`config.mk`:
```
export PLATFORM = sky130hd
export DESIGN_NAME = uarc_char_bridge
export DESIGN_NICKNAME = d
export VERILOG_FILES = /design/src/rtl/uarc_char_bridge.sv
export SDC_FILE = /design/constraint.sdc
export NUM_CORES = 1
export LEC_CHECK = 0
export CAP_MARGIN = 25
export CORE_MARGIN = 8
export CORE_UTILIZATION = 53
export CTS_CLUSTER_DIAMETER = 200
export DETAILED_ROUTE_END_ITERATION = 12
export GPL_TIMING_DRIVEN = 0
export PLACE_DENSITY_LB_ADDON = 0.3
export SYNTH_ARGS = -nofsm -noshare
export SYNTH_HDL_FRONTEND = slang
export SYNTH_SLANG_ARGS = --single-unit
```
`constraint.sdc`:
```
create_clock -name clk -period 3.1 [get_ports clk]
set_clock_uncertainty 0.05 [all_clocks]
set_input_delay 0.31 -clock clk [delete_from_list [all_inputs] [get_ports clk]]
set_output_delay 0.31 -clock clk [all_outputs]
set_load 0.05 [all_outputs]
```
`src/rtl/uarc_char_bridge.sv`:
```
// +---------------------------------------------------------------------------+
// | uarc_char_bridge : per-channel RX/TX character FIFOs between character    |
// |   sources/sinks and the UARC core bus handshakes. Optional local echo is  |
// |   enabled by defining UARC_CHAR_BRIDGE_ECHO_EN.                           |
// | Revision : 1.0                                                            |
// +---------------------------------------------------------------------------+
`default_nettype none

module uarc_char_bridge #(
  parameter int WORD_WIDTH   = 32,
  parameter int CHAR_WIDTH   = 7,
  parameter int CHANNELS     = 1,
  parameter int RX_DEPTH_MAG = 3,
  parameter int TX_DEPTH_MAG = 3
) (
  input  logic                           clk,
  input  logic                           reset_b,
  input  logic [CHANNELS-1:0]            src_valid,
  input  logic [CHANNELS*CHAR_WIDTH-1:0] src_char,
  output logic [CHANNELS-1:0]            receiver_sends,
  input  logic [CHANNELS-1:0]            receiver_send_acks,
  output logic [CHANNELS*WORD_WIDTH-1:0] receiver_datas,
  input  logic                           global_send,
  input  logic [WORD_WIDTH-1:0]          global_data,
  input  logic [CHANNELS-1:0]            sender_enables,
  output logic [CHANNELS-1:0]            sender_send_acks,
  output logic [CHANNELS-1:0]            sink_valid,
  output logic [CHANNELS*CHAR_WIDTH-1:0] sink_char,
  input  logic [CHANNELS-1:0]            sink_ready,
  output logic [CHANNELS-1:0]            rx_overflow,
  input  logic [CHANNELS-1:0]            overflow_clear
);

  localparam int RX_DEPTH = 1 << RX_DEPTH_MAG;
  localparam int TX_DEPTH = 1 << TX_DEPTH_MAG;

  // Only the low CHAR_WIDTH bits of the core word carry a character.
  logic unused_global_data;
  assign unused_global_data = ^global_data;

  for (genvar c = 0; c < CHANNELS; c++) begin : g_chan
    logic [CHAR_WIDTH-1:0]   rx_mem_q [RX_DEPTH];
    logic [RX_DEPTH_MAG-1:0] rx_wptr_q, rx_wptr_d, rx_rptr_q, rx_rptr_d;
    logic [RX_DEPTH_MAG:0]   rx_cnt_q, rx_cnt_d;
    logic                    rx_ovf_q, rx_ovf_d;
    logic [CHAR_WIDTH-1:0]   tx_mem_q [TX_DEPTH];
    logic [TX_DEPTH_MAG-1:0] tx_wptr_q, tx_wptr_d, tx_rptr_q, tx_rptr_d;
    logic [TX_DEPTH_MAG:0]   tx_cnt_q, tx_cnt_d;

    logic                    rx_empty, rx_full, rx_push, rx_pop, rx_drop;
    logic                    tx_empty, tx_full, tx_push, tx_pop, tx_ack, echo_push;
    logic [CHAR_WIDTH-1:0]   src_c, tx_wdata, rx_head, tx_head;
    logic [WORD_WIDTH-1:0]   rx_word;

    assign src_c    = src_char[c*CHAR_WIDTH +: CHAR_WIDTH];
    assign rx_empty = (rx_cnt_q == '0);
    assign rx_full  = rx_cnt_q[RX_DEPTH_MAG];
    assign tx_empty = (tx_cnt_q == '0);
    assign tx_full  = tx_cnt_q[TX_DEPTH_MAG];

    // A full RX still accepts when the head is popped in the same cycle.
    assign rx_pop  = receiver_send_acks[c] & ~rx_empty;
    assign rx_push = src_valid[c] & (~rx_full | rx_pop);
    assign rx_drop = src_valid[c] & ~rx_push;

`ifdef UARC_CHAR_BRIDGE_ECHO_EN
    assign echo_push = rx_push & ~tx_full;
`else
    assign echo_push = 1'b0;
`endif

    // Accept uses registered full only, so a concurrent sink pop does not help.
    assign tx_ack   = global_send & sender_enables[c] & ~tx_full & ~echo_push;
    assign tx_push  = tx_ack | echo_push;
    assign tx_pop   = ~tx_empty & sink_ready[c];
    assign tx_wdata = echo_push ? src_c : global_data[CHAR_WIDTH-1:0];

    always_comb begin
      rx_wptr_d = rx_push ? rx_wptr_q + RX_DEPTH_MAG'(1) : rx_wptr_q;
      rx_rptr_d = rx_pop  ? rx_rptr_q + RX_DEPTH_MAG'(1) : rx_rptr_q;
      rx_cnt_d  = rx_cnt_q;
      if (rx_push && !rx_pop)      rx_cnt_d = rx_cnt_q + (RX_DEPTH_MAG+1)'(1);
      else if (!rx_push && rx_pop) rx_cnt_d = rx_cnt_q - (RX_DEPTH_MAG+1)'(1);
      rx_ovf_d  = rx_drop ? 1'b1 : (overflow_clear[c] ? 1'b0 : rx_ovf_q);
      tx_wptr_d = tx_push ? tx_wptr_q + TX_DEPTH_MAG'(1) : tx_wptr_q;
      tx_rptr_d = tx_pop  ? tx_rptr_q + TX_DEPTH_MAG'(1) : tx_rptr_q;
      tx_cnt_d  = tx_cnt_q;
      if (tx_push && !tx_pop)      tx_cnt_d = tx_cnt_q + (TX_DEPTH_MAG+1)'(1);
      else if (!tx_push && tx_pop) tx_cnt_d = tx_cnt_q - (TX_DEPTH_MAG+1)'(1);
    end

    always_ff @(posedge clk or negedge reset_b) begin
      if (!reset_b) begin
        rx_wptr_q <= '0;
        rx_rptr_q <= '0;
        rx_cnt_q  <= '0;
        rx_ovf_q  <= 1'b0;
        tx_wptr_q <= '0;
        tx_rptr_q <= '0;
        tx_cnt_q  <= '0;
      end else begin
        rx_wptr_q <= rx_wptr_d;
        rx_rptr_q <= rx_rptr_d;
        rx_cnt_q  <= rx_cnt_d;
        rx_ovf_q  <= rx_ovf_d;
        tx_wptr_q <= tx_wptr_d;
        tx_rptr_q <= tx_rptr_d;
        tx_cnt_q  <= tx_cnt_d;
      end
    end

    // Storage is not reset; empty FIFOs mask their head to zero instead.
    always_ff @(posedge clk) begin
      if (rx_push) rx_mem_q[rx_wptr_q] <= src_c;
      if (tx_push) tx_mem_q[tx_wptr_q] <= tx_wdata;
    end

    assign rx_head = rx_empty ? '0 : rx_mem_q[rx_rptr_q];
    assign tx_head = tx_empty ? '0 : tx_mem_q[tx_rptr_q];

    always_comb begin
      rx_word = '0;
      rx_word[CHAR_WIDTH-1:0] = rx_head;
    end

    assign receiver_sends[c]                         = ~rx_empty;
    assign receiver_datas[c*WORD_WIDTH +: WORD_WIDTH] = rx_word;
    assign sender_send_acks[c]                       = tx_ack;
    assign sink_valid[c]                             = ~tx_empty;
    assign sink_char[c*CHAR_WIDTH +: CHAR_WIDTH]     = tx_head;
    assign rx_overflow[c]                            = rx_ovf_q;
  end : g_chan

endmodule

`default_nettype wire

```
==> impl_metrics.csv <==
group,metric,value,unit
run,maxCapViolations,0,
pwr,peakVddDrop,0.516,mV
detailed_routing,drc,0,
clock_network,cts-root-buf,"clkbuf_8",
critical_path,crit_path_end_kind,"output port",
die,core-area,10700,µm²
layout,layout_common_cells,"112 x edfxtp_1, 29 x buf_4, 28 x mux4_2, 25 x conb_1, 25 x clkdlybuf4s50_1",
logic_synthesis,syn_area,5690,µm²
clock_network,cts_tree,"yes",
timing,min_period_over_period,0.961,
timing,setup_violations,0,
pwr,power_density,1010,nW/µm²
logic_synthesis,synth_adder_area_share,0.0290,
clock_network,clkTransAtPathRegs,0.06,ns
die,ioPinCount,90,
timing,hold_viol_final,0,
grt,antenna_found_initial,0,
logic_synthesis,yosys.area_share.simple,0.0550,
logic_synthesis,netlist_instances,326,
timing,tightest_slew,0.784,ns
timing,rsz0062_at_grt,"false",
logic_synthesis,synth_compound_area_frac,0.0372,
clock_network,clock-sinks,133,
logic_synthesis,syn_area_per_cell,17.4,µm²
grt,grt_pass1_vias,3073,
critical_path,cp-start-kind,"flop",
clock_network,numCtsBuffers,17,
timing,finalCriticalPeriod,2.98,ns
logic_synthesis,synth_cell_types,31,
logic_synthesis,ys_warn_count,0,
detailed_routing,drt_first_pass_iters,4,
detailed_routing,avgRoutedWirePerCell,17.9,µm
layout,multiInputGateArea,1590,µm²
logic_synthesis,synth_xor_area_frac,0.0169,
grt,grt_max_degree,22,
logic_synthesis,synth_top_family_by_area,"multiplexers",
pwr,fin_total_pwr,0.00702,W
pwr,p_leak,2.55,nW
layout,drive_above_1_share,0.254,
place,dp_cells,533,
place,gp_congestion,0.770,
timing,slew_viol_final,0,
timing,timing.final.ws_setup,0.121,ns
layout,final_common_cell,"edfxtp_1",
worst_hold_path,worstHoldPathType,"input pin to async pin",
layout,areaGrowthSynthToFinish,21.9,%
critical_path,crit_fanout,7,
timing,fmax,336,MHz
timing,relSlewSlack,0.475,
layout,nets,472,
detailed_routing,drt_first_iter_violations,146,
timing,fin_hold_ws,0.0805,ns
detailed_routing,vias,2938,
place,pre_cts_slack,0.207,ns
die,dieArea,14300,µm²
critical_path,cp.arrival,2.62,ns
die,die_x,120,µm
detailed_routing,ant_nets,0,
detailed_routing,drt_wl_total,10100,µm
logic_synthesis,ys_seq_elements,133,
die,start_util,0.534,
critical_path,required,2.74,ns
layout,fill_cells,788,
clock_network,cts_hold_buf,0,
layout,diodes,0,
clock_network,htree_levels,4,
grt,grt_overflow_total,0,
die,row_count,38,
die,die_y,120,µm
place,portBuffers,39,
status,status,"completed",
clock_network,clock_latency,0.51,ns
logic_synthesis,synthMuxAreaShare,0.124,
critical_path,path_class,"flop to output port",
detailed_routing,vias_per_cell,5.19,
layout,fin_cells,566,
grt,grt_usage,0.151,
layout,seqCellArea,3890,µm²
timing,fin_tns_setup,0,ns
grt,grt_pass1_wl,16400,µm
logic_synthesis,seq_area_frac_synth,0.684,
clock_network,cts.path.max_buffers,2,
place,dp_hpwl,7040,µm
==> final timing paths <==
kind	startpoint	end	slack, ns	cells after the start
worst max-delay path	g_chan[0].rx_cnt_q[0]	receiver_datas[0]	0.12	6
worst max register to register	g_chan[0].rx_cnt_q[0]	g_chan[0].rx_cnt_q[3]	0.17	9
min in group clk	overflow_clear	rx_overflow	0.33	2
worst min register to register	g_chan[0].tx_rptr_q[2]	g_chan[0].tx_rptr_q[2]	0.44	1
max in group asynchronous	reset_b	g_chan[0].tx_wptr_q[1]	2.47	2
worst min-delay path	reset_b	rx_overflow	0.08	1
==> cell usage after synthesis, drive strengths merged <==
master    n  area [µm²]
mux2      5        56.3
ha       10         125
nand2    16        60.1
nor3      6        30.0
or4       4        30.0
clkbuf    4        15.0
inv       6        22.5
conb      1        3.75
dfrtp    21         526
fa        2        40.0
nand2b    6        37.5
buf      35         263
o21ai     2        10.0
a21oi     4        20.0
or3       2        12.5
nor2b     2        12.5
nand3b    4        30.0
mux4     28         631
a22o     14         123
o22ai     1        6.26
edfxtp  112        3360
xnor2    11        96.3
o211ai    4        30.0
nand3     8        40.0
a2111o    2        22.5
mux2i     2        20.0
and2      2        15.0
nor2     12        45.0
==> metal layers <==
layer | share of wire | track usage
met5 | 0 | 0
met2 | 0.55 | 0.268
met4 | 0.0064 | 0.0625
met1 | 0.40 | 0.165
met3 | 0.040 | 0.0442
==> cells by family (layout without fill, tap and decap cells) <==
family | count (synthesis) | in the layout
AOI/OAI and AO/OA | 27 | 27
buffers and inverters | 45 | 121
muxes | 35 | 35
other | 1 | 25
xor gates and xnor gates | 11 | 11
adders and majority gates | 12 | 12
DFF | 133 | 133
and+or+nand+nor | 62 | 62
==> critical path, cell delays in order, from the launching register on <==
cell           delay [ns]
dfrtp_1              0.44
or4_1                0.52
buf_2                0.17
and2_1               0.16
buf_6                0.14
a22o_1               0.24
dlygate4sd2_1        0.43
==> sequential cells by signal, summed over array words and instances, names as in the netlist <==
signal,count
g_chan.rx_rptr_q,3
g_chan.tx_rptr_q,3
g_chan.tx_cnt_q,4
g_chan.tx_mem_q,56
g_chan.rx_wptr_q,3
g_chan.rx_cnt_q,4
rx_overflow,1
g_chan.rx_mem_q,56
g_chan.tx_wptr_q,3
==> stage by stage <==
| stage | instance area (µm²) | utilization |
|---|---|---|
| 4_1_cts | 6910 | 0.649 |
| 5_1_grt | 6930 | 0.650 |
| 6_report | 6930 | 0.650 |
| 3_3_place_gp | 6340 | 0.595 |
| 3_5_place_dp | 6370 | 0.598 |
| 2_1_floorplan | 5780 | - |
==> report_power, final <==
part	leakage, nW	switching (W)	total [W]	internal [W]
Clock	0.271	0.000768	0.00185	0.00108
Combinational	1.01	0.00161	0.00273	0.00112
Sequential	1.26	0.000208	0.00244	0.00223
Total	2.55	0.00258	0.00702	0.00443
==> cell type report <==
class | instances | area share
clock inverters | 15 | 0.0206
well taps | 140 | 0.0253
multi-input cells | 172 | 0.229
plain buffers | 39 | 0.0412
repair buffers | 44 | 0.0596
inverters | 6 | 0.00325
flip-flops and latches | 133 | 0.561
clock buffers | 17 | 0.0598
==> what timing repair did <==
item                       in CTS  in global routing
buffers inserted                0                  0
gates resized for setup        18                  0
hold endpoints to repair        0                  0
setup endpoints to repair      14                  0
Note: power is estimated with default switching activity, not from simulation.
